`src/rtl/lsu.sv`:
```
// Load/store unit: turns one core load/store request into one Wishbone
// transfer to the data SRAM and returns a single-cycle response strobe.
// Optional build macro: LSU_MISALIGN_TRAP_EN rejects misaligned halfword
// and word accesses without touching the bus. When it is undefined,
// misalignment is ignored (halfwords use adr[1] only, words no low bits).
//
// state  | meaning
// IDLE   | ready for a request
// BUS    | Wishbone cycle in flight, waiting for ack or timeout
// RSP    | one-cycle response strobe
module lsu #(
  parameter int TIMEOUT = 15
) (
  input  logic        i_clk,
  input  logic        i_rst_n,
  input  logic        i_req_valid,
  output logic        o_req_ready,
  input  logic        i_req_we,
  input  logic [2:0]  i_req_funct3,
  input  logic [31:0] i_req_adr,
  input  logic [31:0] i_req_dat,
  output logic        o_rsp_valid,
  output logic [31:0] o_rsp_dat,
  output logic        o_rsp_err,
  output logic        o_rsp_misalign,
  output logic [31:0] o_wb_adr,
  output logic [31:0] o_wb_dat,
  output logic [3:0]  o_wb_sel,
  output logic        o_wb_we,
  output logic        o_wb_cyc,
  input  logic [31:0] i_wb_rdt,
  input  logic        i_wb_ack
);

  localparam logic [1:0] S_IDLE = 2'd0;
  localparam logic [1:0] S_BUS  = 2'd1;
  localparam logic [1:0] S_RSP  = 2'd2;

  localparam logic [7:0] CNT_LAST = 8'(TIMEOUT - 1);

  logic [1:0]  state;
  logic [7:0]  cnt;
  logic        we;
  logic [2:0]  funct3;
  logic [1:0]  off;
  logic [31:0] rsp_dat;
  logic        rsp_err;
  logic        rsp_mis;

  logic        accept;
  logic        illegal;
  logic        mis_trap;
  logic [3:0]  sel_next;
  logic [31:0] dat_next;
  logic [1:0]  off_next;
  logic [31:0] shifted;
  logic [31:0] load_val;

  assign o_req_ready = (state == S_IDLE) && i_rst_n;
  assign accept      = i_req_valid && o_req_ready;
  assign o_wb_cyc    = (state == S_BUS);
  assign o_rsp_valid = (state == S_RSP);
  assign o_rsp_dat      = o_rsp_valid ? rsp_dat : 32'h0;
  assign o_rsp_err      = o_rsp_valid & rsp_err;
  assign o_rsp_misalign = o_rsp_valid & rsp_mis;

`ifdef LSU_MISALIGN_TRAP_EN
  assign mis_trap = ((i_req_funct3[1:0] == 2'b01) && i_req_adr[0]) ||
                    ((i_req_funct3[1:0] == 2'b10) && (i_req_adr[1:0] != 2'b00));
`else
  assign mis_trap = 1'b0;
`endif

  // Request decode: legality, byte lanes, replicated store data, lane offset
  always_comb begin
    if (i_req_we)
      illegal = i_req_funct3[2] || (i_req_funct3[1:0] == 2'b11);
    else
      illegal = (i_req_funct3[1:0] == 2'b11) || (i_req_funct3[2] && i_req_funct3[1]);
    sel_next = 4'b1111;
    dat_next = i_req_dat;
    off_next = 2'b00;
    case (i_req_funct3[1:0])
      2'b00: begin
        sel_next = 4'b0001 << i_req_adr[1:0];
        dat_next = {4{i_req_dat[7:0]}};
        off_next = i_req_adr[1:0];
      end
      2'b01: begin
        sel_next = 4'b0011 << {i_req_adr[1], 1'b0};
        dat_next = {2{i_req_dat[15:0]}};
        off_next = {i_req_adr[1], 1'b0};
      end
      default: begin
        sel_next = 4'b1111;
        dat_next = i_req_dat;
        off_next = 2'b00;
      end
    endcase
  end

  // Load extraction: align the addressed lane to bit 0, then extend
  always_comb begin
    shifted = i_wb_rdt >> {off, 3'b000};
    case (funct3)
      3'b000:  load_val = {{24{shifted[7]}}, shifted[7:0]};
      3'b100:  load_val = {24'h0, shifted[7:0]};
      3'b001:  load_val = {{16{shifted[15]}}, shifted[15:0]};
      3'b101:  load_val = {16'h0, shifted[15:0]};
      default: load_val = shifted;
    endcase
  end

  // Sequencer: accept, run the bus cycle with timeout, emit the response
  always_ff @(posedge i_clk) begin
    if (!i_rst_n) begin
      state    <= S_IDLE;
      cnt      <= 8'h0;
      we       <= 1'b0;
      funct3   <= 3'b000;
      off      <= 2'b00;
      rsp_dat  <= 32'h0;
      rsp_err  <= 1'b0;
      rsp_mis  <= 1'b0;
      o_wb_adr <= 32'h0;
      o_wb_dat <= 32'h0;
      o_wb_sel <= 4'h0;
      o_wb_we  <= 1'b0;
    end else begin
      case (state)
        S_IDLE: begin
          if (accept) begin
            cnt      <= 8'h0;
            we       <= i_req_we;
            funct3   <= i_req_funct3;
            off      <= off_next;
            o_wb_adr <= {i_req_adr[31:2], 2'b00};
            o_wb_dat <= dat_next;
            o_wb_sel <= sel_next;
            o_wb_we  <= i_req_we;
            rsp_dat  <= 32'h0;
            if (illegal) begin
              state   <= S_RSP;
              rsp_err <= 1'b1;
              rsp_mis <= 1'b0;
            end else if (mis_trap) begin
              state   <= S_RSP;
              rsp_err <= 1'b0;
              rsp_mis <= 1'b1;
            end else begin
              state   <= S_BUS;
              rsp_err <= 1'b0;
              rsp_mis <= 1'b0;
            end
          end
        end
        S_BUS: begin
          if (i_wb_ack) begin
            state   <= S_RSP;
            rsp_dat <= we ? 32'h0 : load_val;
            rsp_err <= 1'b0;
          end else if (cnt == CNT_LAST) begin
            state   <= S_RSP;
            rsp_dat <= 32'h0;
            rsp_err <= 1'b1;
          end else begin
            cnt <= cnt + 8'd1;
          end
        end
        S_RSP: begin
          state <= S_IDLE;
        end
        default: begin
          state <= S_IDLE;
        end
      endcase
    end
  end

endmodule
```
`config.mk`:
```
export PLATFORM = sky130hd
export DESIGN_NAME = lsu
export DESIGN_NICKNAME = d
export VERILOG_FILES = /design/src/rtl/lsu.sv
export SDC_FILE = /design/constraint.sdc
export NUM_CORES = 1
export LEC_CHECK = 0
export CAP_MARGIN = 20
export CORE_MARGIN = 3
export CORE_UTILIZATION = 25
export CTS_BUF_LIST = sky130_fd_sc_hd__clkbuf_8
export CTS_CLUSTER_DIAMETER = 30
export DETAILED_ROUTE_END_ITERATION = 16
export GPL_TIMING_DRIVEN = 0
export HOLD_SLACK_MARGIN = 0.06
export SYNTH_ARGS = -nofsm -noshare
export SYNTH_HDL_FRONTEND = slang
export SYNTH_SLANG_ARGS = --single-unit
export TNS_END_PERCENT = 5
```
`constraint.sdc`:
```
create_clock -name i_clk -period 2.2 [get_ports i_clk]
set_input_delay 0.55 -clock i_clk [delete_from_list [all_inputs] [get_ports i_clk]]
set_output_delay 0.55 -clock i_clk [all_outputs]
set_load 0.005 [all_outputs]
```
==> metrics list, run 1 <==
- TritonCTS created 17 clock buffers.
* RePlAce Congestion: 0.8669
- Synth async-reset ratio: 0%
- For the final database, setup skew stands at 13.64 ps.
* Clock tree from TritonCTS: done
- Of all cell types, the one taking the most synthesized area is dfxtp_1.
- Count of yosys warnings during synthesis: 0
- The number of max-slew violations in the final report came to 0.
* Worst min-delay path category: flip-flop to flip-flop
- The repair_antennas step left the layout with diodes totalling 0.
- Setup violations remaining at the end of the flow were counted as 0.
- Of the cells placed in the final design, the portion with a size suffix greater than 1 is 13.60%.
- Measured on the finished design, the core utilization comes to 39.53%.
- CP dominant cell by count: buf_8
- Crit path buf inv count: 5
- Global-route wire length before repair: 29120 um
- The via count of the first global-routing pass was 5147.
* Launching element of the worst setup path: state[1]
- Starting density of the core: 25.73%
* Die width: 151.2 um
* Top-level port count: 210
* Number of cells on the worst hold path: 2
- From bottom edge to top edge, the die measures 151.2 um.
- Delay of the slowest critical-path stage: 340 ps
- Cells on worst reg2reg path: 6
* Hold Path End: rsp_dat[8]
* Areal power density over the cells: 640.6 mW/mm^2
* Minimum period implied by the final worst setup slack: 2197 ps
- The detail route stage leaves a number of antenna-violating nets equal to 0.
- Violation count after the first detailed-route iteration: 215
* Outcome: complete, no violations
* Vias post-DR: 5449
* Post-layout nets: 983
* Number of cells produced by synthesis: 644
* Flip-flop and latch count after synthesis: 115
* Slowest-stage cell, CP: dfxtp_2
- Entering global routing, the biggest net connects 17 pins.
- For this design, the sink count on the clock tree is 115.
* Detailed-routing iteration count for the pre-antenna-repair pass: 5
- Most frequent cell after synthesis: nand2_1
* Half-perimeter wire length after detailed placement: 14530 um
- The worst hold path begins at rsp_dat[8].
- Internal power: 3674 uW
- Crit Path Class: flip-flop to primary output
- Post-DP Area: 0.007660 sq mm
* Post-synth EDFFs: 0
* Clock insertion delay at the later pin of the skew report: 450 ps
- Sequential cell area fraction in the yosys report: 43.66%
* Minimum setup slack among reg-to-reg paths: 350 ps
- Setup repair after global routing missed its margin: yes
- # hold bufs at CTS: 0
- Clock-pin slew was measured on the worst setup and hold paths at 70 ps.
* Post-synth top area share: 43.66%
- Largest cells by area after synthesis: dfxtp_1, nand2_1, mux2i_1, nand3_1, o21ai_0
* Post-synthesis average cell area: 8.187 sq um
- Filler cell count: 2151
* Detailed-route wire length per cell: 16.64 um
* Prevailing post-synth register cell: dfxtp_1
- Area delta synth->final: 53.65%
- Flop pwr share: 43.8%
* Crit path launch type: flip-flop
- Of the available clock period, the critical path in the final layout requires 99.87%.
- Data arrives at the worst endpoint at 1650 ps.
- MaxCap Viol Count: 0
- CTS built an H-tree with a depth of 4.
- In this design, the largest share of critical-path delay is due to buffers and inverters.
- Maximum vdd ir drop: 0.3386 mV
* GRT Util Overall: 16.64%
- Headroom to the max-slew limit came out at 49.16%.
* Number of distinct standard cells referenced by the synthesized netlist: 46
* Switching Power: 1515 uW
* Capture instance of the worst register-to-register path: rsp_dat[29]
* # port buffers: 204
* Endpoint kind of the worst setup timing path: primary output
- After synthesis the cells add up to 0.005273 sq mm.
- Walking the worst path, the cells encountered are buf_8, nor2b_4, buf_12, buf_4, buf_8, and2_4, buf_6.
- Die Footprint: 0.02287 sq mm
- The commonest cells after synthesis are nand2_1, dfxtp_1, nand3_1.
- Finished layout cell area: 0.008102 sq mm
- Post-detailed-route via-to-cell ratio: 4.697
- The clock network is responsible for 36.7% of the overall power.
- Residual overflow from global routing: 0
* Initial antenna violation count: 1
- For this block, the routed nets add up to 19310 um of wire.
- Final hold viol count: 0
- Sw Share: 29.20%
- Share of total power in combinational logic: 19.5%
- Reg2reg start: state[1]
- At the placement stage, the worst setup path has a slack of -781.5 ps.
- Cell at the root of the clock tree: clkbuf_8
- Core region area: 0.02049 sq mm
- Largest fanout of any net on the critical path: 8
* Actual slew at the worst max-slew pin: 759.8 ps
- In this run the core area contains 52 standard-cell rows.
- Clock buffer depth: 2
- For this run, the top clock speed supported by timing is 0.4551 GHz.
* Leakage: 0.003240 uW
- Number of remaining DRC errors: 0
* Final critical-path setup slack: 2.885 ps
- Data on the critical path is required at its endpoint by 1650 ps.
==> worst register-to-register path, stage by stage (launching register included) <==
cell,delay (ps)
dfxtp_2,340
nand2b_1,210
or3_1,360
buf_2,200
a21oi_4,250
buf_2,280
a22o_1,160
==> kinds of logic after synthesis <==
kind of cell    Yosys count  share of synthesized area (%)
compound gates          139                          17.54
flops                   115                          43.66
mux                      41                          7.997
fa+ha+maj                 2                         0.4745
other cells               1                        0.07112
simple gates            284                          24.42
buf+inv                  57                          5.007
xor+xnor                  5                         0.8307
==> per-layer routing <==
metal  share of wire (%)  wire length, um  track usage [%]  up-vias
met3                  11             2092            6.463       23
met4                 1.5              294            4.850        2
met1                  44             8478            22.28     2508
li1                    -                -                -     2698
met2                  44             8432            24.78      218
met5               0.041                8                0        -
==> cell type report <==
| class | instances | area [sq um] | area share, % |
|---|---|---|---|
| multi-input cells | 474 | 2754 | 33.99 |
| flip-flops and latches | 115 | 2305 | 28.45 |
| repair buffers | 212 | 2007 | 24.77 |
| well taps | 270 | 337.8 | 4.170 |
| plain buffers | 51 | 299.0 | 3.691 |
| clock buffers | 18 | 247.7 | 3.058 |
| clock inverters | 14 | 128.9 | 1.591 |
| inverters | 6 | 22.52 | 0.2780 |
==> sequential cells by signal, indices dropped and copies added (netlist names) <==
register / count
off: 2
rsp_dat: 32
we: 1
funct3: 3
o_wb_sel: 4
o_wb_adr: 30
o_wb_dat: 32
rsp_err: 1
cnt: 8
state: 2
==> power groups by stage <==
stage,sequential (uW),combinational (uW),clock [uW]
2_1_floorplan,2320,395,0
3_3_place_gp,2310,976,0
3_5_place_dp,2320,974,0
4_1_cts,2270,1010,1970
5_1_grt,2290,1100,2040
6_report,2270,1010,1910
==> timing repair <==
action                                  in CTS  in global routing
pin swaps                                    1                  1
resized for setup                          135                 26
cloned                                       2                  0
endpoints found under the setup margin      38                 33
buffers inserted                             5                  1
==> how the worst max path moves through the flow <==
stage | to | slack [ps] | cells past startpoint
5_1_grt | o_rsp_dat[2] | -70 | 6
4_1_cts | o_rsp_dat[19] | -160 | 7
6_report | o_rsp_dat[18] | 3 | 7
3_5_place_dp | o_rsp_dat[23] | -780 | 5
3_3_place_gp | o_rsp_dat[23] | -780 | 5
2_1_floorplan | rsp_dat[16] | 370 | 7
==> layout by cell type (no fill, tap or decap), drive strengths merged, types with 11 or more instances in the layout <==
cell type / Yosys / layout
a21oi: 29 / 29
a22o: 23 / 23
and2: 33 / 33
buf: 25 / 54
clkbuf: 26 / 51
clkdlybuf4s50: 0 / 168
dfxtp: 115 / 115
inv: 6 / 11
mux2i: 32 / 32
nand2: 133 / 133
nand3: 56 / 56
nor2: 40 / 40
o21ai: 50 / 50
==> per-stage QoR <==
step,std cells,hold slack [ps],TNS (ps),power [uW]
floorplan,646,416.5,0,2713
global placement,1120,427.3,-48270,3290
finish,1160,450.4,0,5190
global route,1160,474.2,-711.9,5429
CTS,1159,455.8,-1493,5250
detailed placement,1120,437.9,-48320,3290
No activity file was read; power rests on OpenSTA's default activity.
==> run 2: changes to the inputs <==
- CAP_MARGIN: 20 -> default
==> run 2 against run 1 <==
Cell count about the same. Setup slack got worse by 1.0 ps. Core utilization hardly changed. Non-clock buffer count fell by 1. Global-route usage unchanged. Clock skew hardly changed. Worst hold slack hardly changed. Cell area about the same. Sequential share of layout area about the same. Flip-flop and latch count is the same. Wire length grew 0.13%. Critical path depth unchanged. Largest power group unchanged.
==> metrics list, run 2 (synthesized netlist as in run 1, its figures left out) <==
- Final core utilization: 39.49% (about the same)
- Sequence of cells on the critical path: buf_8, nor2b_4, buf_12, buf_4, buf_8, and2_4, buf_6
- Instance count on the critical path: 7 (unchanged)
- The layout filler cell count is 2151 (unchanged).
- Most frequent cells in the layout: clkdlybuf4s50_1, nand2_1, dfxtp_1
- Minimum period implied by the final worst setup slack: 2198 ps (+1.042 ps)
- Global-route wire length before repair: 29120 um (unchanged)
* Slowest-stage cell, CP: dfxtp_2
* Final Setup Violations: 0 (unchanged)
- Endpoint kind of the worst setup timing path: primary output
- The cell area power density was 641.4 mW/mm^2 (+0.13%).
* Cell at the root of the clock tree: clkbuf_8
- Core region area: 0.02049 sq mm (unchanged)
* Top-level port count: 210 (unchanged)
- Sum of routed wire length over all layers: 19330 um (+0.13%)
- The routed wire length per instance came to 16.68 um (+0.22%).
* Row count: 52 (unchanged)
* Post-layout nets: 982 (-0.10%)
- Outcome: complete, no violations
- TritonCTS built the clock tree.
* Area delta synth->final: 53.51% (about the same)
- GRT Util Overall: 16.64% (unchanged)
- The non-filler instance count after layout was 1159 (-0.086%).
- Registers with the most flip-flops: o_wb_dat x32, rsp_dat x32, o_wb_adr x30
- The post-detailed-placement half-perimeter wirelength came to 14530 um (unchanged).
- The buffer depth of the longest clock path came to 2 (unchanged).
* Vias post-DR: 5465 (+0.29%)
- Violation count after the first detailed-route iteration: 224 (+4.2%)
* WP data required: 1650 ps (about the same)
- The worst vdd rail ir drop came to 0.3397 mV (+0.33%).
- The pin count of the biggest net entering global routing came to 17 (unchanged).
- The largest fanout on the critical path came to 8 (unchanged).
- The aggregate negative setup slack came to 0 ps (unchanged).
- The port buffer count was 204 (unchanged).
- Achievable clock frequency: 0.4549 GHz (about the same)
* Htree depth: 4 (unchanged)
* Number of diodes added for antenna fixing: 0 (unchanged)
* Delay of the slowest critical-path stage: 340 ps (about the same)
- Tightest slew margin relative to the limit: 30.29% (-19 points)
* Post-detailed-route via-to-cell ratio: 4.715 (+0.38%)
- RePlAce Congestion: 0.8669 (unchanged)
- CP dominant cell by count: buf_8
- The number of buffers and inverters on the critical path came to 5 (unchanged).
* Crit path launch type: flip-flop
- Post-route ant nets: 0 (unchanged)
- The transition at the pin with the smallest max-transition slack was 1038 ps (+277.8 ps).
- The total leakage power came to 0.003236 uW (-0.15%).
* Starting density of the core: 25.73% (unchanged)
- The DRC violations left is 0 (unchanged).
- Worst min-delay path category: flip-flop to flip-flop
- The via count of the first global-routing pass came to 5147 (unchanged).
- The tightest hold margin is 450.6 ps (+0.2620 ps).
- Cells on worst reg2reg path: 5 (-1)
- Number of cells on the worst hold path: 2 (unchanged)
- Final hold viol count: 0 (unchanged)
- The overall die area was 0.02287 sq mm (unchanged).
- The die span in x is 151.2 um (unchanged).
* Residual overflow from global routing: 0 (unchanged)
* Clock skew after layout: 13.83 ps (+0.1910 ps)
* Proportion of layout cells with a drive suffix above 1: 13.50% (-0.097 points)
- Crit Path Class: flip-flop to primary output
* Fraction of the cycle the final worst path needs: 99.92% (about the same)
- The worst register-to-register path ends at rsp_dat[15].
- The total instance count after detailed placement was 1120 (unchanged).
- Initial antenna violation count: 1 (unchanged)
* Count of pins over their slew limit: 0 (unchanged)
- Reg clk slew, reported paths: 80 ps (about the same)
- TritonCTS Buffers: 17 (unchanged)
- The setup slack of the most critical reg-to-reg path came to 350 ps (about the same).
* Setup repair after global routing missed its margin: yes
- Crit-path leading delay family: buffers and inverters
* Clock sink count: 115 (unchanged)
- The first-pass iteration count of the detailed router came to 5 (unchanged).
- The clock insertion delay at the later pin of the skew report was 450 ps (about the same).
- The worst register-to-register path begins at state[1].
- Die H: 151.2 um (unchanged)
- # hold bufs at CTS: 0 (unchanged)
- The data arrival time at the worst-slack endpoint came to 1650 ps (about the same).
- The total power draw came to 5192 uW (about the same).
- Hold Path End: rsp_dat[8]
- In this run the most critical hold path is launched from rsp_dat[8].
- MaxCap Viol Count: 0 (unchanged)
- Commonest non-fill, non-tap cell in the layout: clkdlybuf4s50_1
-- run 2: cell count changes in the layout (fill, tap and decap cells not counted) --
cell and delta:
clkbuf_4 -1
-- run 2: worst min-delay path, cell delays in order (launching register included) --
cell and delay [ps]:
dfxtp_1 330, nand2_1 40, o21ai_0 50
-- run 2: worst max-delay path by stage --
stage	startpoint	to	slack, ps
after floorplan	i_rst_n	rsp_dat[16]	370
after global placement	state[1]	o_rsp_dat[23]	-780
after detailed placement	state[1]	o_rsp_dat[23]	-780
after CTS	state[1]	o_rsp_dat[19]	-160
after global routing	state[0]	o_rsp_dat[2]	-70
final	state[1]	o_rsp_dat[18]	2
-- run 2: layout make-up --
type / count / area (sq um) / share of cell area (%)
buffer: 51 / 299.0 / 3.695
sequential: 115 / 2305 / 28.47
inverter: 6 / 22.52 / 0.2783
multi-input combinational: 474 / 2754 / 34.02
clock buffer: 18 / 247.7 / 3.061
clock inverter: 14 / 128.9 / 1.592
timing repair buffer: 211 / 1999 / 24.70
tap: 270 / 337.8 / 4.174
-- run 2: power by group --
part / internal, uW / switching [uW] / total, uW
combinational: 539 / 473 / 1010
clock: 930 / 977 / 1910
sequential: 2200 / 68.0 / 2270
-- run 2: per-layer routing --
layer  up-vias  global-route usage (%)  part of all wire (%)  wire length (um)
li1       2697                       -                     -                 -
met1      2525                   22.28                    45              8635
met2       216                   24.78                    44              8424
met3        25                   6.463                    10              1954
met4         2                   4.850                   1.6               307
met5         -                       0                 0.041                 8
-- run 2: stage by stage --
stage,setup slack [ps],instance area (sq um)
after floorplan,368.4,5280
after global placement,-775.7,7660
after detailed placement,-781.5,7660
after CTS,-161.1,8099
after global routing,-65.32,8094
final,1.842,8094
-- run 2: timing repair --
action	in CTS	in global routing
resized for setup	135	26
pin swaps	1	1
setup endpoints to repair	38	33
buffers inserted	5	1
cloned	2	0
==> run 3: changes to the inputs <==
--- a/constraint.sdc
+++ b/constraint.sdc
@@ -3,2 +3,2 @@
 set_output_delay 0.55 -clock i_clk [all_outputs]
-set_load 0.005 [all_outputs]
+set_load 0.05 [all_outputs]
==> run 3 against run 2 <==
Cell area increased by 4.4%. Global-route usage decreased by 0.20 points. Clock-buffer cell count unchanged. Cell count unchanged. Clock power increased by 12%. Wire length decreased by 0.18%. Non-clock buffer count unchanged. Sequential share of layout area decreased by 1.2 points. Worst hold slack improved by 5.3 ps. Sequential power about the same.
==> metrics list, run 3 (synthesized netlist as in run 1, its figures left out) <==
- The data required time of the critical path came to 2550 ps (+900 ps).
- Setup repair after global routing missed its margin: yes
- The port buffer count came to 204 (unchanged).
* Post-route ant nets: 0 (unchanged)
- The net switching fraction of the power was 32.43% (+3.2 points).
- Maximum vdd ir drop: 0.3645 mV (+7.3%)
- The routability congestion estimate from global placement is 0.8429 (-2.8%).
* Outcome: complete, no violations
- Htree depth: 4 (unchanged)
- Crit path launch type: primary input
* Row count: 52 (unchanged)
* Vias post-DR: 5399 (-1.2%)
- The cell area power density came to 682.7 mW/mm^2 (+6.4%).
- Delay of the slowest critical-path stage: 600 ps (+260 ps)
* Minimum setup slack among reg-to-reg paths: 230 ps (-120 ps)
* Clock insertion delay at the later pin of the skew report: 430 ps (-20 ps)
* Number of global-route vias before repair: 5126 (-0.41%)
- For this design, the slowest cell found on the critical path is clkdlybuf4s50_1.
* TNS Setup: 0 ps (unchanged)
- Area delta synth->final: 60.23%
* Flop pwr share: 39.4% (-4.4 points)
* Sequence of cells on the critical path: clkdlybuf4s50_1, nand2b_1, nor2_1, clkbuf_1, nand3_1, a21oi_1
- Clock buffer depth: 2 (unchanged)
- The number of buffers and inverters on the critical path came to 2 (-3).
- The transition at the pin with the smallest max-transition slack is 1080 ps (+41.91 ps).
- The period utilization was 99.78% (-0.14 points).
- In the final layout, the registers with the most flip-flops are o_wb_dat x32, rsp_dat x32, o_wb_adr x30.
- The fraction of final layout cells sized beyond drive strength 1 was 16.20% (+2.7 points).
- The first-pass iteration count of the detailed router is 5 (unchanged).
* Capture instance of the worst register-to-register path: rsp_dat[30]
- The worst hold path belongs to the class flip-flop to flip-flop.
- The initial standard-cell utilization of the core was 25.73% (unchanged).
- The total net switching power came to 1870 uW (+23%).
- Most frequent cells in the layout: nand2_1, clkdlybuf4s50_1, dfxtp_1
- The wire length of the first global-routing pass came to 29060 um (-0.24%).
- The core box area was 0.02049 sq mm (unchanged).
- The die span in x is 151.2 um (unchanged).
- The worst setup path is captured at a flip-flop.
- Reg clk slew, reported paths: 80 ps (about the same)
* Final hold viol count: 0 (unchanged)
* Achievable clock frequency: 0.4555 GHz (+0.14%)
- The relative slew slack was 27.48% (-2.8 points).
- The clock network fraction of total power came to 36.9% (+0.2 points).
- Cell at the root of the clock tree: clkbuf_8
- Internal power: 3897 uW (+6.1%)
- The post-detailed-placement half-perimeter wirelength was 14400 um (-0.91%).
- The height of the die is 151.2 um (unchanged).
- The pin count of the biggest net entering global routing is 17 (unchanged).
- The worst setup skew after layout is 13.51 ps (-0.3173 ps).
- Final core utilization: 41.22% (+1.7 points)
- The detailed-route vias per instance is 4.658 (-1.2%).
* Largest fanout of any net on the critical path: 10 (+2)
- The number of design-rule violations left by the first detailed-router iteration came to 217 (-3.1%).
- Leakage: 0.003840 uW (+19%)
- Sum of routed wire length over all layers: 19300 um (-0.18%)
* Detailed-route wire length per cell: 16.65 um (-0.18%)
- Final std cells w/o fill: 1159 (unchanged)
- The cell depth of the worst flop-to-flop path was 7 (+2).
- TritonCTS Buffers: 17 (unchanged)
- Die Footprint: 0.02287 sq mm (unchanged)
* GRT Util Overall: 16.44% (-0.20 points)
- The total power draw is 5767 uW (+11%).
* Placed insts: 1120 (unchanged)
* Data arrival at the endpoint of the critical path: 2540 ps (+890 ps)
- Initial antenna violation count: 0 (-1)
- Clock tree from TritonCTS: done
- Start point of the worst min-delay path: o_wb_adr[24]
* Crit-path leading delay family: buffers and inverters
- Hold Path End: o_wb_adr[24]
- Minimum period implied by the final worst setup slack: 2195 ps (-2.992 ps)
- The leftover overflow at the end of global routing is 0 (unchanged).
- The count of clock tree sinks was 115 (unchanged).
- Reg2reg start: state[1]
- Share of total power in combinational logic: 23.7% (+4.2 points)
* Count of pins over their slew limit: 0 (unchanged)
- Final Setup Violations: 0 (unchanged)
- # hold bufs at CTS: 0 (unchanged)
- MaxCap Viol Count: 0 (unchanged)
- The final net count is 982 (unchanged).
- The cell count of the worst hold path is 2 (unchanged).
- Number of remaining DRC errors: 0 (unchanged)
- The count of boundary I/O pins is 210 (unchanged).
- The diode insertion count for antenna repair came to 0 (unchanged).
* Crit Path Class: primary input to flip-flop
==> run 3: cell count changes in the layout (fill, tap and decap cells not counted), sizes merged <==
| cell | change |
|---|---|
| clkdlybuf4s50 | -35 |
| dlymetal6s2s | +32 |
| buf | +15 |
| clkbuf | -7 |
| clkdlybuf4s15 | -3 |
| inv | -3 |
| bufinv | +2 |
| clkinv | +2 |
| dlygate4sd2 | -2 |
| clkinvlp | -1 |
==> run 3: metal layers <==
metal | track usage (%) | routed length (um) | vias to the layer above
met5 | 0 | 0 | -
met4 | 4.216 | 180 | 0
met3 | 5.566 | 1817 | 13
met2 | 25.58 | 8605 | 203
met1 | 21.84 | 8691 | 2480
li1 | - | - | 2703
==> run 3: worst max path at each step <==
stage | start | end | slack, ps | cells past startpoint
after global routing | i_req_valid | off[0] | -100 | 6
after CTS | state[1] | o_rsp_dat[22] | -20 | 6
after global placement | state[1] | o_rsp_dat[9] | -1010 | 5
final | i_req_valid | off[0] | 5 | 6
after floorplan | state[1] | o_rsp_dat[23] | -70 | 4
after detailed placement | state[1] | o_rsp_dat[7] | -980 | 5
==> run 3: worst reg2reg max path: cells and delay by family (launching register included) <==
kind / cells / cell delay (ps)
buf+inv: 3 / 620
compound gates: 2 / 400
simple gates: 2 / 560
flops: 1 / 330
==> run 3: area by class of cell <==
class                   count  area, sq um
fillers                  2072        12050
multi-input cells         474         2790
flip-flops and latches    115         2305
repair buffers            211         2267
well taps                 270        337.8
plain buffers              51        300.3
clock buffers              18        247.7
clock inverters            14        177.7
inverters                   6        22.52
==> run 3: timing repair <==
action                     CTS  global route
buffers inserted             4             1
gates cloned                 2             0
hold endpoints to repair     0             0
gates resized for setup    266            84
setup endpoints to repair   39            89
pin swaps                    0             0
==> run 3: power groups by stage <==
| stage | combinational (uW) | sequential, uW | clock (uW) |
|---|---|---|---|
| 5_1_grt | 1460 | 2290 | 2290 |
| 3_3_place_gp | 1340 | 2310 | 0 |
| 2_1_floorplan | 430 | 2650 | 0 |
| 4_1_cts | 1370 | 2270 | 2200 |
| 3_5_place_dp | 1340 | 2320 | 0 |
| 6_report | 1370 | 2270 | 2130 |
==> run 3: metrics by stage <==
step	area (sq um)	worst slack [ps]	hold WS (ps)
detailed placement	7662	-977.9	438.3
floorplan	5283	-71.31	416.5
CTS	8239	-22.64	458.4
global route	8448	-95.15	471.4
global placement	7662	-1013	426.4
finish	8448	4.834	455.9
